===== src/rtl/rx_core_sequencer.sv =====
// rx_core_sequencer: owns the receive core's reset/enable, blocking it around TX and on demod stalls.
module rx_core_sequencer #(
    parameter int WDOG_WIDTH    = 20,
    parameter int RST_PULSE_LEN = 8,
    parameter int HOLD_WIDTH    = 16,
    parameter int CNT_WIDTH     = 16
) (
    input  logic                  s00_axi_aclk,
    input  logic                  s00_axi_aresetn,
    input  logic                  sw_rst_req,
    input  logic                  tx_active,
    input  logic [HOLD_WIDTH-1:0] holdoff_cycles,
    input  logic                  wdog_en,
    input  logic [WDOG_WIDTH-1:0] wdog_limit,
    input  logic                  demod_is_ongoing,
    input  logic                  pkt_header_valid_strobe,
    input  logic                  byte_out_strobe,
    input  logic                  fcs_out_strobe,
    output logic                  core_rst,
    output logic                  core_enable,
    output logic [CNT_WIDTH-1:0]  wdog_fire_count,
    output logic [2:0]            seq_state
);
    localparam int PW = $clog2(RST_PULSE_LEN + 1);

    typedef enum logic [2:0] {
        IDLE     = 3'd0,
        RX       = 3'd1,
        RESET    = 3'd2,
        TX_BLOCK = 3'd3,
        HOLDOFF  = 3'd4
    } state_t;

    state_t                state, state_nx;
    logic [PW-1:0]         pulse_cnt, pulse_nx;
    logic [WDOG_WIDTH-1:0] wdog_cnt, wdog_nx;
    logic [HOLD_WIDTH-1:0] hold_cnt, hold_nx;
    logic [WDOG_WIDTH:0]   wdog_inc;
    logic                  fire, progress, wdog_hit, rx_done;

    assign progress  = pkt_header_valid_strobe | byte_out_strobe;
    assign rx_done   = fcs_out_strobe | ~demod_is_ongoing;
    assign wdog_inc  = {1'b0, wdog_cnt} + {{WDOG_WIDTH{1'b0}}, 1'b1};
    // limit reached means this cycle would be the limit-th stalled cycle in RX
    assign wdog_hit  = wdog_en && (wdog_limit != '0) && (wdog_inc == {1'b0, wdog_limit});
    assign seq_state = state;

    always_comb begin
        state_nx = state;
        pulse_nx = pulse_cnt;
        wdog_nx  = wdog_cnt;
        hold_nx  = hold_cnt;
        fire     = 1'b0;
        if (sw_rst_req) begin
            state_nx = RESET;
            pulse_nx = '0;
        end else begin
            case (state)
                IDLE: begin
                    if (tx_active) state_nx = TX_BLOCK;
                    else if (demod_is_ongoing) begin
                        state_nx = RX;
                        wdog_nx  = '0;
                    end
                end
                RX: begin
                    if (tx_active) begin
                        state_nx = RESET;
                        pulse_nx = '0;
                    end else if (progress) begin
                        wdog_nx  = '0;
                        state_nx = rx_done ? IDLE : RX;
                    end else if (wdog_hit) begin
                        state_nx = RESET;
                        pulse_nx = '0;
                        fire     = 1'b1;
                    end else begin
                        wdog_nx  = wdog_inc[WDOG_WIDTH-1:0];
                        state_nx = rx_done ? IDLE : RX;
                    end
                end
                RESET: begin
                    if (pulse_cnt == PW'(RST_PULSE_LEN - 1)) state_nx = tx_active ? TX_BLOCK : IDLE;
                    else pulse_nx = pulse_cnt + 1'b1;
                end
                TX_BLOCK: begin
                    if (!tx_active) begin
                        state_nx = (holdoff_cycles == '0) ? IDLE : HOLDOFF;
                        hold_nx  = holdoff_cycles;
                    end
                end
                HOLDOFF: begin
                    if (tx_active) state_nx = TX_BLOCK;
                    else if (hold_cnt == HOLD_WIDTH'(1)) state_nx = IDLE;
                    else hold_nx = hold_cnt - 1'b1;
                end
                default: begin
                    state_nx = RESET;
                    pulse_nx = '0;
                end
            endcase
        end
    end

    always_ff @(posedge s00_axi_aclk or negedge s00_axi_aresetn) begin
        if (!s00_axi_aresetn) begin
            state           <= RESET;
            pulse_cnt       <= '0;
            wdog_cnt        <= '0;
            hold_cnt        <= '0;
            core_rst        <= 1'b1;
            core_enable     <= 1'b0;
            wdog_fire_count <= '0;
        end else begin
            state       <= state_nx;
            pulse_cnt   <= pulse_nx;
            wdog_cnt    <= wdog_nx;
            hold_cnt    <= hold_nx;
            core_rst    <= (state_nx == RESET);
            core_enable <= (state_nx == IDLE) || (state_nx == RX);
            if (fire && !(&wdog_fire_count)) wdog_fire_count <= wdog_fire_count + 1'b1;
        end
    end
endmodule


===== config.mk =====
export PLATFORM = sky130hd
export DESIGN_NAME = rx_core_sequencer
export DESIGN_NICKNAME = d
export VERILOG_FILES = /design/src/rtl/rx_core_sequencer.sv
export SDC_FILE = /design/constraint.sdc
export NUM_CORES = 1
export LEC_CHECK = 0
export ABC_AREA = 1
export CORE_ASPECT_RATIO = 0.8
export CORE_MARGIN = 8
export CORE_UTILIZATION = 60
export CTS_BUF_LIST = sky130_fd_sc_hd__clkbuf_4
export CTS_CLUSTER_SIZE = 30
export DETAILED_ROUTE_END_ITERATION = 10
export DONT_BUFFER_PORTS = 1
export MAX_ROUTING_LAYER = met4
export PLACE_DENSITY = 0.76
export REMOVE_ABC_BUFFERS = 1
export SYNTH_ARGS = -nofsm -noshare
export SYNTH_HDL_FRONTEND = slang
export SYNTH_SLANG_ARGS = --single-unit

===== constraint.sdc =====
create_clock -name s00_axi_aclk -period 2.5 [get_ports s00_axi_aclk]
set_input_delay 0.5 -clock s00_axi_aclk [delete_from_list [all_inputs] [get_ports s00_axi_aclk]]
set_output_delay 0.5 -clock s00_axi_aclk [all_outputs]
set_load 0.02 [all_outputs]

==> run metrics, run 1 <==
met1 Usage GRT=between 30% and 40%; Clk Latency, worst-skew pair=0.42 ns; # fillers=658; DRC viols=0; clock skew=between 0.02 and 0.025 ns; M2 GR Usage=approximately two fifths; sequential cell area fraction in the yosys report=between 30% and 40%; core area=7800 um^2; Clock Power Share=a little over a fifth; Starting DRT DRC Count=roughly 400; #FFs+latches synth=61; part of the cycle the worst path needs=98.3%; Post-Route Setup TNS=0 ns; commonest non-fill, non-tap cells in the layout=nand2_1 (153), inv_1 (106), nor2_1 (71), nand3_1 (62), dfrtp_1 (56); max-slew violations=0; Cell Chain, Critical Path=buf_4, inv_2, nor2_4, buf_12, nand2_2, buf_4, nand3_1, nand2_1, nand2_1, inv_1, nand3_2, nor2_4, nand3_2, nor2_4, nand3_4, nor2_4, nand2_1, nand2_1, nand2_1; Reg-to-Reg End=wdog_fire_count[5]; Worst setup SP type=register; input/output buffers=0; Pint=1.91 mW; MaxCap Viol Count=0; setup ws final=between 0.04 and 0.05 ns; switching fraction of total power=between 40% and 50%; combinational power share=36.8%; DP Area=around 5000 um^2; M3 GR Usage=under 10%; Leakage=around 2.6 nW; die height=around 95 um; unrepaired setup endpoints after global routing=true; hold path cells=1; crit path launch=wdog_cnt[0]; # setup viols final=0; Final #Nets=between 700 and 800; Area Overhead vs Synth=17.7%; H-tree lvl count=3; number of core rows=29; vias per cell=5.72; WP data arrival=around 2.8 ns; Crit. End Element=register; CP bufs+invs=5; Sw Pwr=about 1.3 mW; CP dominant cell by count=nand2_1; CP Max Fanout=6; CP max stage cell=dfrtp_1; share of layout cells above drive strength 1=about a fifth; Routed WL=roughly 14000 um; VDD IR max=about 0.36 mV; routed vias=4881; clock tree root buffer cell=clkbuf_4; TritonCTS Sinks=61; Mapped Cells=roughly 700; Ports=66; worst reg-to-reg path cell count=19; WL per Instance=between 15 and 20 um; CTS Buf Count=9; gpl congestion=just over 1; Yosys Warn Count=0; total gr overflow=0; dpl hpwl=10200 um; CP delay by family, top=simple AND/OR/NAND/NOR gates; mapped cell area=approximately 4700 um^2; CTS max path bufs=2; GRT Total Usage=about a quarter; mean post-synth cell area=6.68 um^2; CTS tree=yes; pre-CTS WS=-0.0529 ns; Reg power frac=between 40% and 50%; GR peak layer=met2; largest net degree at the start of global routing=62; vias in the first global route=around 4500; Die Area=between 10000 and 15000 um^2; reg2reg start=wdog_cnt[0]; antenna violations before repair=0; Crit Path Category=reg2reg; Finished Cell Area=around 5600 um^2; endpoints failing hold=0; clock slew at reported path FFs=0.12 ns; crit path to=wdog_fire_count[5]; reg2reg setup slack=between 0.04 and 0.05 ns; die width=~120 um; antenna viol nets, final=0; max frequency=between 400 and 500 MHz; drt first pass iters=5; initial core utilization=about three fifths; CP peak stage delay=about 0.44 ns; slew margin rel.=between 50% and 60%; Req. time, crit path=between 2 and 3 ns; Worst-Margin Slew=0.604 ns; WP depth=19; Synth cell types=43; global-route wire length before repair=roughly 21000 um; Final min period=2.46 ns; power per cell area=roughly 580 nW/um^2; # diodes=0; status=complete, no violations; commonest non-fill, non-tap cell in the layout=nand2_1; worst hold path class=in2reg
## layer usage
metal  routed length [um]  vias to the layer above
li1                     -                     2374
met1                 5850                     2269
met2                 6100                      209
met3                 1540                       29
met4                  246                        0
met5                    0                        -
## what timing repair did
action | 4_1_cts | 5_1_grt
pin swaps | 5 | 30
hold buffers | 2 | 0
endpoints found under the hold margin | 61 | 0
setup endpoints to repair | 32 | 41
gates resized for setup | 9 | 70
setup buffers | 3 | 12
## sequential cells by signal (all words and copies together) (netlist names)
signal,cells
hold_cnt,16
core_enable,1
pulse_cnt,4
core_rst,1
wdog_cnt,20
wdog_fire_count,16
seq_state,3
## how the worst min path moves through the flow
| stage | startpoint | to | slack, ns |
|---|---|---|---|
| floorplan | s00_axi_aresetn | core_enable | 0.20 |
| global placement | s00_axi_aresetn | wdog_cnt[13] | 0.21 |
| detailed placement | s00_axi_aresetn | wdog_cnt[11] | 0.21 |
| CTS | sw_rst_req | pulse_cnt[2] | 0.14 |
| global route | sw_rst_req | pulse_cnt[2] | 0.15 |
| finish | sw_rst_req | pulse_cnt[2] | 0.17 |
## worst reg2reg max path, stage by stage (launching register included)
cell and delay, ns:
dfrtp_1 0.44, buf_4 0.16, inv_2 0.09, nor2_4 0.04, buf_12 0.14, nand2_2 0.09
buf_4 0.11, nand3_1 0.08, nand2_1 0.12, nand2_1 0.07, inv_1 0.06, nand3_2 0.10
nor2_4 0.18, nand3_2 0.13, nor2_4 0.12, nand3_4 0.13, nor2_4 0.14, nand2_1 0.06
nand2_1 0.05, nand2_1 0.05
## cell type report
cell class | instances | area [um^2] | area share (%)
Inverter | 111 | 419 | 7.54
Sequential cell | 61 | 1530 | 27.6
Clock inverter | 5 | 51.3 | 0.923
Multi-Input combinational cell | 524 | 3000 | 53.9
Clock buffer | 11 | 82.6 | 1.49
Timing Repair Buffer | 34 | 344 | 6.19
Tap cell | 108 | 135 | 2.43
## power groups by stage
stage / clock network (mW) / registers (mW) / logic (mW)
2_1_floorplan: 0 / 1.30 / 0.776
3_5_place_dp: 0 / 1.35 / 0.966
4_1_cts: 0.724 / 1.33 / 1.02
6_report: 0.705 / 1.35 / 1.19
3_3_place_gp: 0 / 1.34 / 0.934
5_1_grt: 0.764 / 1.37 / 1.32
## cells by family after synthesis
kind of cell / after synthesis / share of synthesized area (%)
simple gates: 413 / 40.3
buf+inv: 122 / 10.2
compound gates: 87 / 11.4
flops: 61 / 32.4
xor+xnor: 19 / 4.40
fa+ha+maj: 5 / 1.32
## Yosys cell counts (all sizes together)
cell	n	area [um^2]
nand2	183	712
inv	111	419
nor2	96	438
nand3	85	448
dfrtp	59	1480
o21ai	55	332
nand4	26	169
nor3	16	91.3
a21oi	12	60.1
xor2	11	96.3
clkbuf	7	26.3
nor4	6	37.5
ha	5	62.6
o22ai	5	31.3
xnor2	5	43.8
buf	4	37.5
a31oi	3	18.8
xnor3	3	67.6
dfstp	2	52.6
o21bai	2	15.0
o31ai	2	15.0
a2111oi	1	8.76
a211oi	1	7.51
a221oi	1	8.76
a22o	1	8.76
a22oi	1	7.51
a2bb2oi	1	8.76
a41oi	1	8.76
nand3b	1	7.51
o211ai	1	7.51
## per-stage QoR
step	instances	hold WS, ns	utilization (%)	total power [mW]
after floorplan	696	0.204	-	2.07
after CTS	842	0.144	66.7	3.08
after detailed placement	821	0.206	63.6	2.31
after global placement	821	0.206	63.6	2.27
after global routing	854	0.152	71.3	3.45
final	854	0.173	71.3	3.25
No activity file was read; power rests on OpenSTA's default activity.
==> inputs of run 2 (changes only) <==
- SKIP_LAST_GASP: not set -> 1
==> run metrics, run 2 (synthesis results as in run 1) <==
# fillers=658; H-tree lvl count=3; CP bufs+invs=7; CP Max Fanout=14; routed vias=a little under 5000; Crit Path Category=reg2reg; Worst setup SP type=register; clock tree root buffer cell=clkbuf_4; total gr overflow=0; WL per Instance=~16 um; max-slew violations=0; antenna violations before repair=0; CTS max path bufs=2; vias in the first global route=4510; CP delay by family, top=simple AND/OR/NAND/NOR gates; number of core rows=29; Final min period=~2.5 ns; Regs by FF count=wdog_cnt x20, hold_cnt x16, wdog_fire_count x16; Leakage=2.63 nW; largest net degree at the start of global routing=just over 60; Area Overhead vs Synth=17.6%; input/output buffers=0; largest register by flop count=wdog_cnt; # setup viols final=0; Util after Layout=71.2%; Starting DRT DRC Count=440; Req. time, crit path=~2.8 ns; Clk Latency, worst-skew pair=0.41 ns; Die Area=11000 um^2; hold path cells=1; Finished Cell Area=about 5600 um^2; part of the cycle the worst path needs=between 90% and 100%; Ports=66; Worst-Margin Slew=about 0.60 ns; max reg flops=20; Hold Startpoint=sw_rst_req; Final #Nets=~790; reg2reg setup slack=0.05 ns; DRC viols=0; CP peak stage delay=about 0.44 ns; endpoints failing hold=0; CTS tree=yes; share of layout cells above drive strength 1=just over 20%; vias per cell=roughly 5.7; Post-Route Setup TNS=0 ns; Reg-to-Reg End=wdog_cnt[8]; drt first pass iters=5; initial core utilization=roughly three fifths; die width=roughly 120 um; die height=approximately 95 um; max frequency=slightly above 400 MHz; setup ws final=between 0.04 and 0.05 ns; pre-CTS WS=-0.0529 ns; TritonCTS Sinks=61; clock slew at reported path FFs=0.11 ns; Crit. End Element=register; GRT Total Usage=25.5%; CTS Buf Count=9; WP data arrival=between 2 and 3 ns; clock skew=0.0197 ns; Cell Chain, Critical Path=buf_4, inv_2, nor2_4, buf_12, nand2_2, buf_4, nand3_1, nand2_1, nand2_1, inv_1, nand3_2, nor2_4, nand4_1, nand2_2, inv_4, buf_12, nand3_1, o21ai_1; core area=around 7800 um^2; commonest non-fill, non-tap cell in the layout=nand2_1; gpl congestion=between 1 and 1.5; dpl hpwl=between 10000 and 15000 um; unrepaired setup endpoints after global routing=true; MaxCap Viol Count=0; worst hold path class=in2reg; global-route wire length before repair=approximately 21000 um; VDD IR max=between 0.3 and 0.4 mV; antenna viol nets, final=0; worst reg-to-reg path cell count=18; slew margin rel.=between 50% and 60%; # diodes=0; hold path endpoint=pulse_cnt[2]; reg2reg start=wdog_cnt[0]; Routed WL=13700 um; status=complete, no violations; DP Area=a little under 5000 um^2; commonest non-fill, non-tap cells in the layout=nand2_1 (154), inv_1 (106), nor2_1 (71), nand3_1 (63), dfrtp_1 (56); CP max stage cell=dfrtp_1; power per cell area=slightly below 600 nW/um^2
==> run 2: changes by cell type in the layout (fill, tap and decap cells not counted) <==
cell / previous run / this run
nand2_1: 153 / 154
nand2_2: 25 / 24
nand3_2: 20 / 19
nand3_1: 62 / 63
==> run 2: worst max path at each step <==
stage / start / end / slack (ns) / cells past startpoint
after floorplan: seq_state[0] / hold_cnt[7] / -0.11 / 10
after global placement: wdog_cnt[0] / wdog_cnt[14] / 0.05 / 17
after detailed placement: wdog_cnt[0] / wdog_fire_count[6] / -0.05 / 15
after CTS: wdog_cnt[0] / wdog_fire_count[10] / 0.003 / 15
after global routing: wdog_cnt[0] / wdog_fire_count[14] / -0.15 / 15
final: wdog_cnt[0] / wdog_cnt[8] / 0.05 / 18
==> run 2: layer usage <==
layer,track usage [%],vias up,share of wire [%]
met5,-,-,0
met3,7.09,38,11
met4,6.54,0,2.0
met1,33.3,2265,43
li1,-,2377,-
met2,38.1,202,44
==> run 2: report_power, final <==
group	internal, mW	switching (mW)	total (mW)
logic	0.437	0.758	1.19
clock network	0.321	0.382	0.703
registers	1.15	0.197	1.35
total	1.91	1.34	3.25
==> run 2: per-stage QoR <==
stage	instances	power (mW)	hold WS (ns)
after floorplan	696	2.07	0.204
after global placement	821	2.27	0.206
after detailed placement	821	2.31	0.206
after CTS	842	3.08	0.144
after global routing	854	3.45	0.152
final	854	3.25	0.176
==> run 2: worst register-to-register path, cell delays in order (launching register included) <==
cell     delay, ns
dfrtp_1       0.44
buf_4         0.17
inv_2         0.09
nor2_4        0.04
buf_12        0.14
nand2_2       0.09
buf_4         0.11
nand3_1       0.08
nand2_1       0.12
nand2_1       0.07
inv_1         0.06
nand3_2       0.10
nor2_4        0.18
nand4_1       0.16
nand2_2       0.13
inv_4         0.06
buf_12        0.15
nand3_1       0.08
o21ai_1       0.07
==> run 2: cell type report <==
cell class,instances,area [um^2],share of cell area (%)
Inverter,111,419,7.55
Tap cell,108,135,2.43
Sequential cell,61,1530,27.6
Multi-Input combinational cell,524,2990,53.8
Clock buffer,11,82.6,1.49
Clock inverter,5,51.3,0.924
Timing Repair Buffer,34,344,6.20
==> run 2: repair_timing <==
item	4_1_cts	5_1_grt
setup endpoints to repair	32	41
pin swaps	5	30
setup buffers	3	12
endpoints found under the hold margin	61	0
hold buffers	2	0
cloned	0	0
resized for setup	9	68
